--- config.mk ---
export PLATFORM = sky130hd
export DESIGN_NAME = mor1kx_rf_multiport
export DESIGN_NICKNAME = d
export VERILOG_FILES = /design/src/rtl/mor1kx_rf_multiport.sv
export SDC_FILE = /design/constraint.sdc
export NUM_CORES = 1
export LEC_CHECK = 0
export CORE_ASPECT_RATIO = 0.9
export CORE_MARGIN = 1
export CORE_UTILIZATION = 50
export CTS_CLUSTER_DIAMETER = 60
export CTS_CLUSTER_SIZE = 14
export DETAILED_ROUTE_END_ITERATION = 10
export GPL_ROUTABILITY_DRIVEN = 0
export PLACE_DENSITY = 0.66
export SLEW_MARGIN = 20
export SYNTH_ARGS = -nofsm -noshare
export SYNTH_HDL_FRONTEND = slang
export SYNTH_SLANG_ARGS = --single-unit
--- constraint.sdc ---
create_clock -name clk -period 5.25 [get_ports clk]
set_input_delay 1.05 -clock clk [delete_from_list [all_inputs] [get_ports clk]]
set_output_delay 1.05 -clock clk [all_outputs]
set_load 0.02 [all_outputs]
--- src/rtl/mor1kx_rf_multiport.sv ---
// Multi-read-port GPR file with a post-reset clear sweep and registered read outputs.
// Optional macro MOR1KX_RF_BYPASS_EN adds write-to-read forwarding on every read port.
module mor1kx_rf_multiport #(
    parameter int OPTION_RF_ADDR_WIDTH = 5,
    parameter int OPTION_RF_WORDS      = 32,
    parameter int OPTION_OPERAND_WIDTH = 32,
    parameter int OPTION_RF_READ_PORTS = 2,
    parameter int OPTION_RF_ZERO_R0    = 1
) (
    input  logic                                                 clk,
    input  logic                                                 rst_n,
    input  logic                                                 padv_decode_i,
    input  logic [OPTION_RF_READ_PORTS*OPTION_RF_ADDR_WIDTH-1:0] rd_adr_i,
    input  logic [OPTION_RF_ADDR_WIDTH-1:0]                      rfd_adr_i,
    input  logic                                                 rf_wb_i,
    input  logic                                                 execute_rf_we_i,
    input  logic                                                 write_mask_i,
    input  logic [OPTION_OPERAND_WIDTH-1:0]                      result_i,
    output logic [OPTION_RF_READ_PORTS*OPTION_OPERAND_WIDTH-1:0] rd_data_o,
    output logic                                                 init_busy_o
);
    localparam int AW  = OPTION_RF_ADDR_WIDTH;
    localparam int AW1 = OPTION_RF_ADDR_WIDTH + 1;
    localparam int W   = OPTION_OPERAND_WIDTH;
    localparam int P   = OPTION_RF_READ_PORTS;
    localparam bit ZR0 = (OPTION_RF_ZERO_R0 != 0);

    localparam logic [0:0]    S_INIT = 1'b0;
    localparam logic [0:0]    S_RUN  = 1'b1;
    localparam logic [AW-1:0] LAST   = AW'(OPTION_RF_WORDS - 1);
    localparam logic [AW:0]   NWORDS = AW1'(OPTION_RF_WORDS);

    logic [0:0]            r_state;
    logic [AW-1:0]         r_clr_cnt;
    logic [AW-1:0]         r_rfd;
    logic [P-1:0][AW-1:0]  r_rd;
    logic [P-1:0][W-1:0]   r_out;
    logic [W-1:0]          r_mem [0:OPTION_RF_WORDS-1];

    logic                  w_run;
    logic                  w_wren;
    logic                  w_mem_we;
    logic                  w_cap;
    logic [P-1:0][AW-1:0]  w_adr;
    logic [P-1:0][W-1:0]   w_rd_val;
`ifdef MOR1KX_RF_BYPASS_EN
    logic [P-1:0]          w_hold_byp;
`endif

    assign w_run       = (r_state == S_RUN);
    assign w_wren      = execute_rf_we_i & rf_wb_i & ~write_mask_i & w_run;
    assign w_mem_we    = w_wren && ({1'b0, r_rfd} < NWORDS) && !(ZR0 && r_rfd == '0);
    assign w_cap       = padv_decode_i & w_run;
    assign w_adr       = rd_adr_i;
    assign init_busy_o = (r_state == S_INIT);
    assign rd_data_o   = r_out;

    always_ff @(posedge clk or negedge rst_n) begin
        if (!rst_n) begin
            r_state   <= S_INIT;
            r_clr_cnt <= '0;
        end else if (r_state == S_INIT) begin
            r_clr_cnt <= r_clr_cnt + 1'b1;
            if (r_clr_cnt == LAST)
                r_state <= S_RUN;
        end
    end

    // Storage is not reset: the INIT sweep zeroes it one entry per cycle.
    always_ff @(posedge clk) begin
        if (r_state == S_INIT)
            r_mem[r_clr_cnt] <= '0;
        else if (w_mem_we)
            r_mem[r_rfd] <= result_i;
    end

    always_comb begin
        for (int p = 0; p < P; p++) begin
            w_rd_val[p] = ({1'b0, w_adr[p]} < NWORDS) ? r_mem[w_adr[p]] : '0;
`ifdef MOR1KX_RF_BYPASS_EN
            if (w_wren && r_rfd == w_adr[p])
                w_rd_val[p] = result_i;
`endif
            if (ZR0 && w_adr[p] == '0)
                w_rd_val[p] = '0;
        end
    end

`ifdef MOR1KX_RF_BYPASS_EN
    // A held operand tracks later writes to the register it was read from.
    always_comb begin
        for (int p = 0; p < P; p++)
            w_hold_byp[p] = w_wren && (r_rfd == r_rd[p]) && !(ZR0 && r_rd[p] == '0);
    end
`endif

    always_ff @(posedge clk or negedge rst_n) begin
        if (!rst_n) begin
            r_rfd <= '0;
            r_rd  <= '0;
            r_out <= '0;
        end else if (w_cap) begin
            r_rfd <= rfd_adr_i;
            r_rd  <= w_adr;
            r_out <= w_rd_val;
        end
`ifdef MOR1KX_RF_BYPASS_EN
        else begin
            for (int p = 0; p < P; p++)
                if (w_hold_byp[p])
                    r_out[p] <= result_i;
        end
`endif
    end

endmodule
==> results of run 1 <==
## per-layer routing
metal / GRT usage / part of all wire
met5: 0 / 0
met4: 0.110 / 0.040
met3: 0.0744 / 0.12
met2: 0.450 / 0.45
met1: 0.441 / 0.39
## cell families (layout without fill, tap and decap cells)
kind of cell	after synthesis	count (layout)	synth area share
XOR/XNOR	3	3	0.000517
adder cells (fa/ha/maj)	2	2	0.000492
AND/OR/NAND/NOR	251	251	0.0257
other	0	1	0
multiplexers	720	720	0.247
AO/OA/AOI/OAI	391	391	0.0598
flip-flops	1099	1099	0.642
buffers and inverters	217	442	0.0246
## path summary, 6_finish.rpt
kind                                      end  slack, ps  cells after the start
worst min register to register  rd_data_o[52]        500                      2
max in group asynchronous       rd_data_o[48]       3630                      2
worst max-delay path             r_mem[4][11]       1640                      6
worst min-delay path            rd_data_o[52]        450                      1
worst max register to register   r_mem[4][11]       1810                      5
min in group clk                rd_data_o[52]        500                      2
## critical path, delay by kind of cell
family                 cells  cell delay [ps]
buffers and inverters      2              720
AND/OR/NAND/NOR            2              930
AO/OA/AOI/OAI              2             1210
## cell usage in the layout (no fill, tap or decap), drive strengths merged, types with 34 or more instances in the layout
cell           synthesis  layout
nor2                  36      36
clkdlybuf4s50          0     109
a211oi                50      50
clkbuf                71     154
dfrtp                 75      75
mux4                 418     418
mux2i                217     217
nand2                 71      71
and2                  35      35
edfxtp              1024    1024
mux2                  85      85
o22ai                 64      64
o41ai                 35      35
nor2b                 55      55
a21oi                 65      65
a22oi                 94      94
buf                  138     147
or2                   34      34
## metrics by stage
| step | power, mW | std cells | util | cell area [sq um] | hold slack (ps) |
|---|---|---|---|---|---|
| 2_1_floorplan | 10.9 | 2683 | - | 50800 | 499 |
| 4_1_cts | 18.3 | 4252 | 0.569 | 57100 | 445 |
| 3_3_place_gp | 11.5 | 4075 | 0.540 | 54100 | 494 |
| 6_report | 18.3 | 4253 | 0.569 | 57100 | 453 |
| 5_1_grt | 18.7 | 4252 | 0.569 | 57100 | 474 |
| 3_5_place_dp | 11.6 | 4075 | 0.540 | 54100 | 497 |
## layout make-up
type                            instances  share of cell area
Antenna cell                            1           0.0000438
Clock inverter                         24             0.00445
Tap cell                             1344              0.0295
Inverter                                8            0.000526
Clock buffer                          153              0.0471
Timing Repair Buffer                  257              0.0444
Sequential cell                      1099               0.571
Multi-Input combinational cell       1367               0.303
## cells in the mapped netlist, types with 3 or more instances
| cell | n |
|---|---|
| sky130_fd_sc_hd__or2_1 | 4 |
| sky130_fd_sc_hd__buf_6 | 25 |
| sky130_fd_sc_hd__a31oi_1 | 3 |
| sky130_fd_sc_hd__clkbuf_1 | 70 |
| sky130_fd_sc_hd__o21ai_0 | 8 |
| sky130_fd_sc_hd__nand3_1 | 6 |
| sky130_fd_sc_hd__buf_2 | 64 |
| sky130_fd_sc_hd__mux2i_1 | 217 |
| sky130_fd_sc_hd__buf_4 | 32 |
| sky130_fd_sc_hd__nor2b_1 | 55 |
| sky130_fd_sc_hd__a21oi_1 | 65 |
| sky130_fd_sc_hd__edfxtp_1 | 1024 |
| sky130_fd_sc_hd__or2_2 | 29 |
| sky130_fd_sc_hd__mux2_2 | 85 |
| sky130_fd_sc_hd__a221o_1 | 17 |
| sky130_fd_sc_hd__and2_1 | 35 |
| sky130_fd_sc_hd__a22o_1 | 14 |
| sky130_fd_sc_hd__a32o_1 | 3 |
| sky130_fd_sc_hd__a22oi_1 | 94 |
| sky130_fd_sc_hd__mux4_2 | 418 |
| sky130_fd_sc_hd__inv_1 | 7 |
| sky130_fd_sc_hd__nand2_1 | 71 |
| sky130_fd_sc_hd__buf_8 | 4 |
| sky130_fd_sc_hd__buf_1 | 13 |
| sky130_fd_sc_hd__nor2_1 | 36 |
| sky130_fd_sc_hd__o31ai_1 | 31 |
| sky130_fd_sc_hd__a211oi_1 | 50 |
| sky130_fd_sc_hd__nand3b_1 | 3 |
| sky130_fd_sc_hd__o41ai_2 | 34 |
| sky130_fd_sc_hd__xnor2_1 | 3 |
| sky130_fd_sc_hd__dfrtp_1 | 75 |
| sky130_fd_sc_hd__o22ai_1 | 64 |
## power by group
part	total, mW	switching, mW	internal, mW
registers	9.73	0.133	9.59
clock network	6.91	3.19	3.72
logic	1.67	0.962	0.709
total	18.3	4.29	14.0
## flip-flops by register name, summed over array words and instances, names as in the netlist
name	flops
r_mem	1024
rd_data_o	64
r_clr_cnt	5
r_rfd	5
r_state	1
==> results.md, run 1 <==
- The post-synth net total is 2,738.
- The via density per instance is roughly 7.
- The maximum VDD drop is ~0.33 mV.
- By startpoint and endpoint, the worst setup path is classified as in -> reg.
- The clock latency at the later pin of the worst-skew pair is around 700 ps.
- The category of the worst setup path launch point is an input port.
- The worst setup path startpoint is write_mask_i.
- The count of antenna-violating nets left after detailed routing is 0.
- For this configuration, the core starts out at a cell density of 0.506.
- The number of enable flip-flop cells after synthesis is 1,024.
- The data required time of the critical path is ~5600 ps.
- The critical path's slowest cell is sky130_fd_sc_hd__a2111oi_0.
- The count of final setup violators is 0.
- The global-route wire length before repair is 221,000 um.
- The CTS clock-pin slew for the worst setup and hold paths is 60 ps.
- The total CTS buffers is 94.
- The number of iterations in the first detailed-routing pass is 5.
- At the end of the flow, the number of nets in the layout was 2,882.
- The area share of the largest cell type after synthesis is 0.605.
- The die area is 103,000 sq um.
- Data arrives at the worst endpoint at 3970 ps.
- The detailed router placed 29.9k vias in this run.
- The via count of the first global-routing pass is 30.2k.
- The number of cells produced by synthesis is 2,683.
- Compared with the post-synthesis result, the final layout area differs by 12.4%.
- Global routing finished with a remaining overflow of 0.
- The area of the mapped netlist is 50,800 sq um.
- The first-iteration detailed-routing DRC count is 3,922.
- The per-instance average area after synthesis is between 15 and 20 sq um.
- For the pin with the worst max-slew slack, the measured transition is 1140 ps.
- The largest buffer count on any clock path is 3.
- The standby leakage power is 18.2 nW.
- Pin placement for this block handled 118 I/O pins.
- The flow ran to the end, and the final reports show no timing, DRC or antenna violations.
- Yosys printed 0 warnings.
- Row generation in the floorplan step produced 110 rows.
- The total area inside the core boundary comes to 100,000 sq um.
- The pre-CTS setup slack is 973 ps.
- The sequential cell area is 32,600 sq um.
- The delay of the slowest critical-path stage is 740 ps.
- Walking the worst path, the cells encountered are clkdlybuf4s50_1 > nand4b_1 > a2111oi_0 > o211ai_1 > nor2_4 > buf_12.
- The die is 304 um tall.
- The post-cts hold buffer count is 0.
- In the final layout, the multi-input gates occupy roughly 17,000 sq um.
- Once the clock tree was built, the resizer swapped 0 gates to a different size.
- The initial antenna violation count is 2.
- After detailed routing, the number of remaining DRC violations is 0.
- The detailed-route wire length per cell is roughly 36 um.
- The highest net fanout along the worst path is 20.
- The accumulated negative setup slack is 0 ps.
- Ranked by total cell area, the synthesized netlist is headed by sky130_fd_sc_hd__edfxtp_1, sky130_fd_sc_hd__mux4_2, sky130_fd_sc_hd__mux2i_1, sky130_fd_sc_hd__dfrtp_1, sky130_fd_sc_hd__mux2_2.
- Clock tree synthesis selected as its root buffer the cell sky130_fd_sc_hd__clkbuf_16.
- The TritonCTS clock tree is done.
- The worst path setup slack after routing is 1640 ps.
- The clock net in this run drives a total of about 1.1k sinks.
- The die is 338 um wide.
- The fraction of synthesis flops using an asynchronous set or reset pin is 0.0682.
- The path type of the worst min-delay path is in -> async.
- The most used flip-flop cell after synthesis is sky130_fd_sc_hd__edfxtp_1.
- The fmax is 0.277 GHz.
- Dividing the final minimum period by the clock period gives 0.688.
- The number of buffers inserted to repair setup after CTS is 0.
- The netlist uses 52 different library cells.
- The power per standard cell area is 321 nW/um^2.
- The global-route total usage across every layer is 0.304.
- The sum of routed wire length over all layers is roughly 150,000 um.
- The startpoint identified for the worst register-to-register timing path is r_state.
- The final number of hold-violating endpoints is 0.
- The clock tree skew after final layout is 27.8 ps.
- The register bit total from synthesis is around 1.1k.
- The fraction of final layout cells with drive strength greater than 1 is 0.307.
- The final max-slew violation count is 0.
- The fraction of the yosys area taken by sequential cells is 0.642.
- The number of inserted filler cells in the final layout is approximately 7.4k.
- The top cell type by total area after synthesis is sky130_fd_sc_hd__edfxtp_1.
- The worst-case headroom to the max-slew limit is 0.235.
- The number of I/O port buffers is 117.
- Setup repair after global routing left no endpoint under its margin.
- The critical path capture point type is a register.
- The largest net degree at the start of global routing is 94.
- The H-tree was split into 3 levels.
- Across the run, the number of max-cap violations was 0.
- After layout, the minimum clock period comes to 3610 ps.
- The estimated wirelength of the detail-placed design is 98,400 um.
Note: power is estimated with default switching activity, not from simulation.
==> run 2, diff against run 1 <==
--- a/config.mk
+++ b/config.mk
@@ -12,7 +12,7 @@
 export CTS_CLUSTER_SIZE = 14
 export DETAILED_ROUTE_END_ITERATION = 10
 export GPL_ROUTABILITY_DRIVEN = 0
-export PLACE_DENSITY = 0.66
+export PLACE_DENSITY = 0.69
 export SLEW_MARGIN = 20
 export SYNTH_ARGS = -nofsm -noshare
 export SYNTH_HDL_FRONTEND = slang
==> constraint.sdc (replaced) <==
create_clock -name clk -period 3.25 [get_ports clk]
set_input_delay 0.65 -clock clk [delete_from_list [all_inputs] [get_ports clk]]
set_output_delay 0.65 -clock clk [all_outputs]
set_load 0.02 [all_outputs]
==> results.md, run 2 (synthesis gave the netlist of run 1 again) <==
- Counting flops per register, the top entry is r_mem.
- The end of the worst register-to-register path is r_mem[0][29].
- The initial standard-cell utilization of the core came to 0.506 (unchanged).
- The die outline width is 338 um (unchanged).
- The fmax is 0.348 GHz.
- The flow ran to the end, and the final reports show no timing, DRC or antenna violations.
- The flip-flop count of the largest register, all copies and words added is 1,024 (unchanged).
- The maximum VDD drop was 0.365 mV (+8.9%).
- The post-cts hold buffer count is 1 (+1).
- The max-cap violation count is 0 (unchanged).
- The placed instance count was 4,204 (+3.2%).
- The number of standard cells in the final layout excluding fillers came to 4,369 (+2.7%).
- The number of top-level pins is 118 (unchanged).
- The total CTS buffers is 92 (-2.1%).
- The cell depth of the worst flop-to-flop path is 6 (+1).
- The final number of hold-violating endpoints is 0 (unchanged).
- The minimum setup slack among reg-to-reg paths came to 370 ps (-1440 ps).
- The via density per instance came to 7.05 (+0.22%).
- The clock latency at the later pin of the worst-skew pair was 690 ps (about the same).
- STA classifies the critical path endpoint as a register.
- The number of iterations in the first detailed-routing pass was 7 (+2).
- The post-layout net count is 3,010 (+4.4%).
- The total via count after detailed routing is 30.8k (+3.0%).
- The via count of the first global-routing pass was 30.9k (+2.3%).
- The sum of routed wire length over all layers is 160,000 um (+3.5%).
- The data required time of the critical path is 3660 ps (-1950 ps).
- The final max-slew violation count is 0 (unchanged).
- The final total power is 29.2 mW (+59%).
- The TritonCTS clock tree is done.
- The CTS clock-pin slew for the worst setup and hold paths is 70 ps (about the same).
- The die extent in y is 304 um (unchanged).
- The estimated wirelength of the detail-placed design is 104,000 um (+5.7%).
- The root buffer cell chosen for the clock tree is sky130_fd_sc_hd__clkbuf_16.
- Setup repair after global routing left no endpoint under its margin.
- The slew of the pin with the lowest slew margin is 973 ps (-170 ps).
- The worst hold path belongs to the class reg -> reg.
- The launch instance of the worst register-to-register path is r_rfd[4].
- The global-route total usage across every layer came to 0.315 (+0.0106).
- The sink count of the clock tree is 1,099 (unchanged).
- The most frequent standard cell in the layout excluding fill and tap cells is sky130_fd_sc_hd__edfxtp_1.
- The count of unresolved DRC violations after routing is 0 (unchanged).
- The fraction of final layout cells with drive strength greater than 1 is 0.332 (+0.0249).
- The count of final setup violators is 0 (unchanged).
- The layout overhead on the synthesized area is 15.4%.
- The category of the worst setup path launch point is a register.
- The worst-case headroom to the max-slew limit is 0.351 (+0.116).
- The final critical-path share of the clock period is 0.885.
- The initial antenna violation count came to 10 (+8).
- The number of I/O port buffers is 117 (unchanged).
- The die area was 103,000 sq um (unchanged).
- The setup path with the least slack is of type reg -> reg.
- Leaving out fill and tap cells, the most frequent cells in the layout are sky130_fd_sc_hd__edfxtp_1, sky130_fd_sc_hd__mux4_2, sky130_fd_sc_hd__mux2i_1.
- The standby leakage power is 19.0 nW (+4.2%).
- The total grt overflow is 0 (unchanged).
- The clock tree skew after final layout was 38.8 ps (+11.1 ps).
- The number of buffers inserted to repair setup after CTS is 0 (unchanged).
- The first-iteration detailed-routing DRC count was 4,391 (+12%).
- The detailed-route wire length per cell is 36.7 um (+0.78%).
- The count of antenna-violating nets left after detailed routing is 0 (unchanged).
- The deepest level of the CTS H-tree was 3 (unchanged).
- The largest net degree at the start of global routing is 43 (-54%).
- The global-route wire length before repair is 226,000 um (+2.4%).
- The largest buffer count on any clock path came to 3 (unchanged).
- The highest net fanout along the worst path came to 13 (-35%).
- The power per standard cell area is 498 nW/um^2 (+55%).
- The count of instances resized after the clock tree is built is 0 (unchanged).
- After layout, the minimum clock period comes to 2880 ps.
- The worst setup path startpoint is r_rfd[4].
- The critical path ends at r_mem[0][29].
- The number of rows in the core area is 110 (unchanged).
- The arrival time of the worst setup path is 3290 ps (-680 ps).
- The area of the core is 100,000 sq um (unchanged).
[run 2: critical path: stages (launching register included)]
cell                        delay (ps)
sky130_fd_sc_hd__dfrtp_1           480
sky130_fd_sc_hd__nor4_1            610
sky130_fd_sc_hd__a2111oi_0         250
sky130_fd_sc_hd__buf_4             190
sky130_fd_sc_hd__o22ai_1           720
sky130_fd_sc_hd__nor2_4            130
sky130_fd_sc_hd__buf_12            220
[run 2: per-stage QoR]
stage	TNS (ps)	hold slack, ps	util	setup WS, ps	area [sq um]
after floorplan	-46460	354	-	-122	50800
after global placement	-8600	469	0.557	-81.6	55900
after detailed placement	-2780	471	0.557	-48.0	55900
after CTS	0	486	0.584	499	58600
after global routing	0	519	0.584	354	58600
final	0	489	0.584	374	58600
[run 2: final cells by class]
| type | instances | area (sq um) |
|---|---|---|
| Antenna cell | 1 | 2.50 |
| Clock buffer | 149 | 2640 |
| Clock inverter | 14 | 123 |
| Fill cell | 7180 | 41700 |
| Inverter | 8 | 30.0 |
| Multi-Input combinational cell | 1367 | 17300 |
| Sequential cell | 1099 | 32600 |
| Tap cell | 1344 | 1680 |
| Timing Repair Buffer | 387 | 4270 |
[run 2: power by group]
| part | leakage, nW | switching [mW] | total (mW) | internal, mW |
|---|---|---|---|---|
| clock | 1.33 | 5.03 | 10.6 | 5.58 |
| sequential | 9.91 | 0.203 | 15.7 | 15.5 |
| combinational | 7.72 | 1.62 | 2.88 | 1.25 |
| total | 19.0 | 6.86 | 29.2 | 22.3 |
[run 2: worst min-delay path by stage]
| stage | startpoint | slack (ps) | endpoint | cells after the start |
|---|---|---|---|---|
| after floorplan | rst_n | 350 | r_clr_cnt[0] | 0 |
| final | rd_data_o[27] | 490 | rd_data_o[27] | 2 |
| after global placement | rd_data_o[62] | 470 | rd_data_o[62] | 2 |
| after detailed placement | rd_data_o[27] | 470 | rd_data_o[27] | 2 |
| after CTS | rd_data_o[27] | 490 | rd_data_o[27] | 2 |
| after global routing | rd_data_o[27] | 520 | rd_data_o[27] | 2 |
[run 2: per-layer routing]
layer | share of wire | routed length [um] | GRT usage | vias up
met5 | 0.00016 | 26 | 0 | -
li1 | - | - | - | 11900
met1 | 0.38 | 60300 | 0.447 | 16200
met4 | 0.051 | 8160 | 0.145 | 4
met3 | 0.12 | 19700 | 0.0777 | 386
met2 | 0.45 | 72000 | 0.462 | 2291
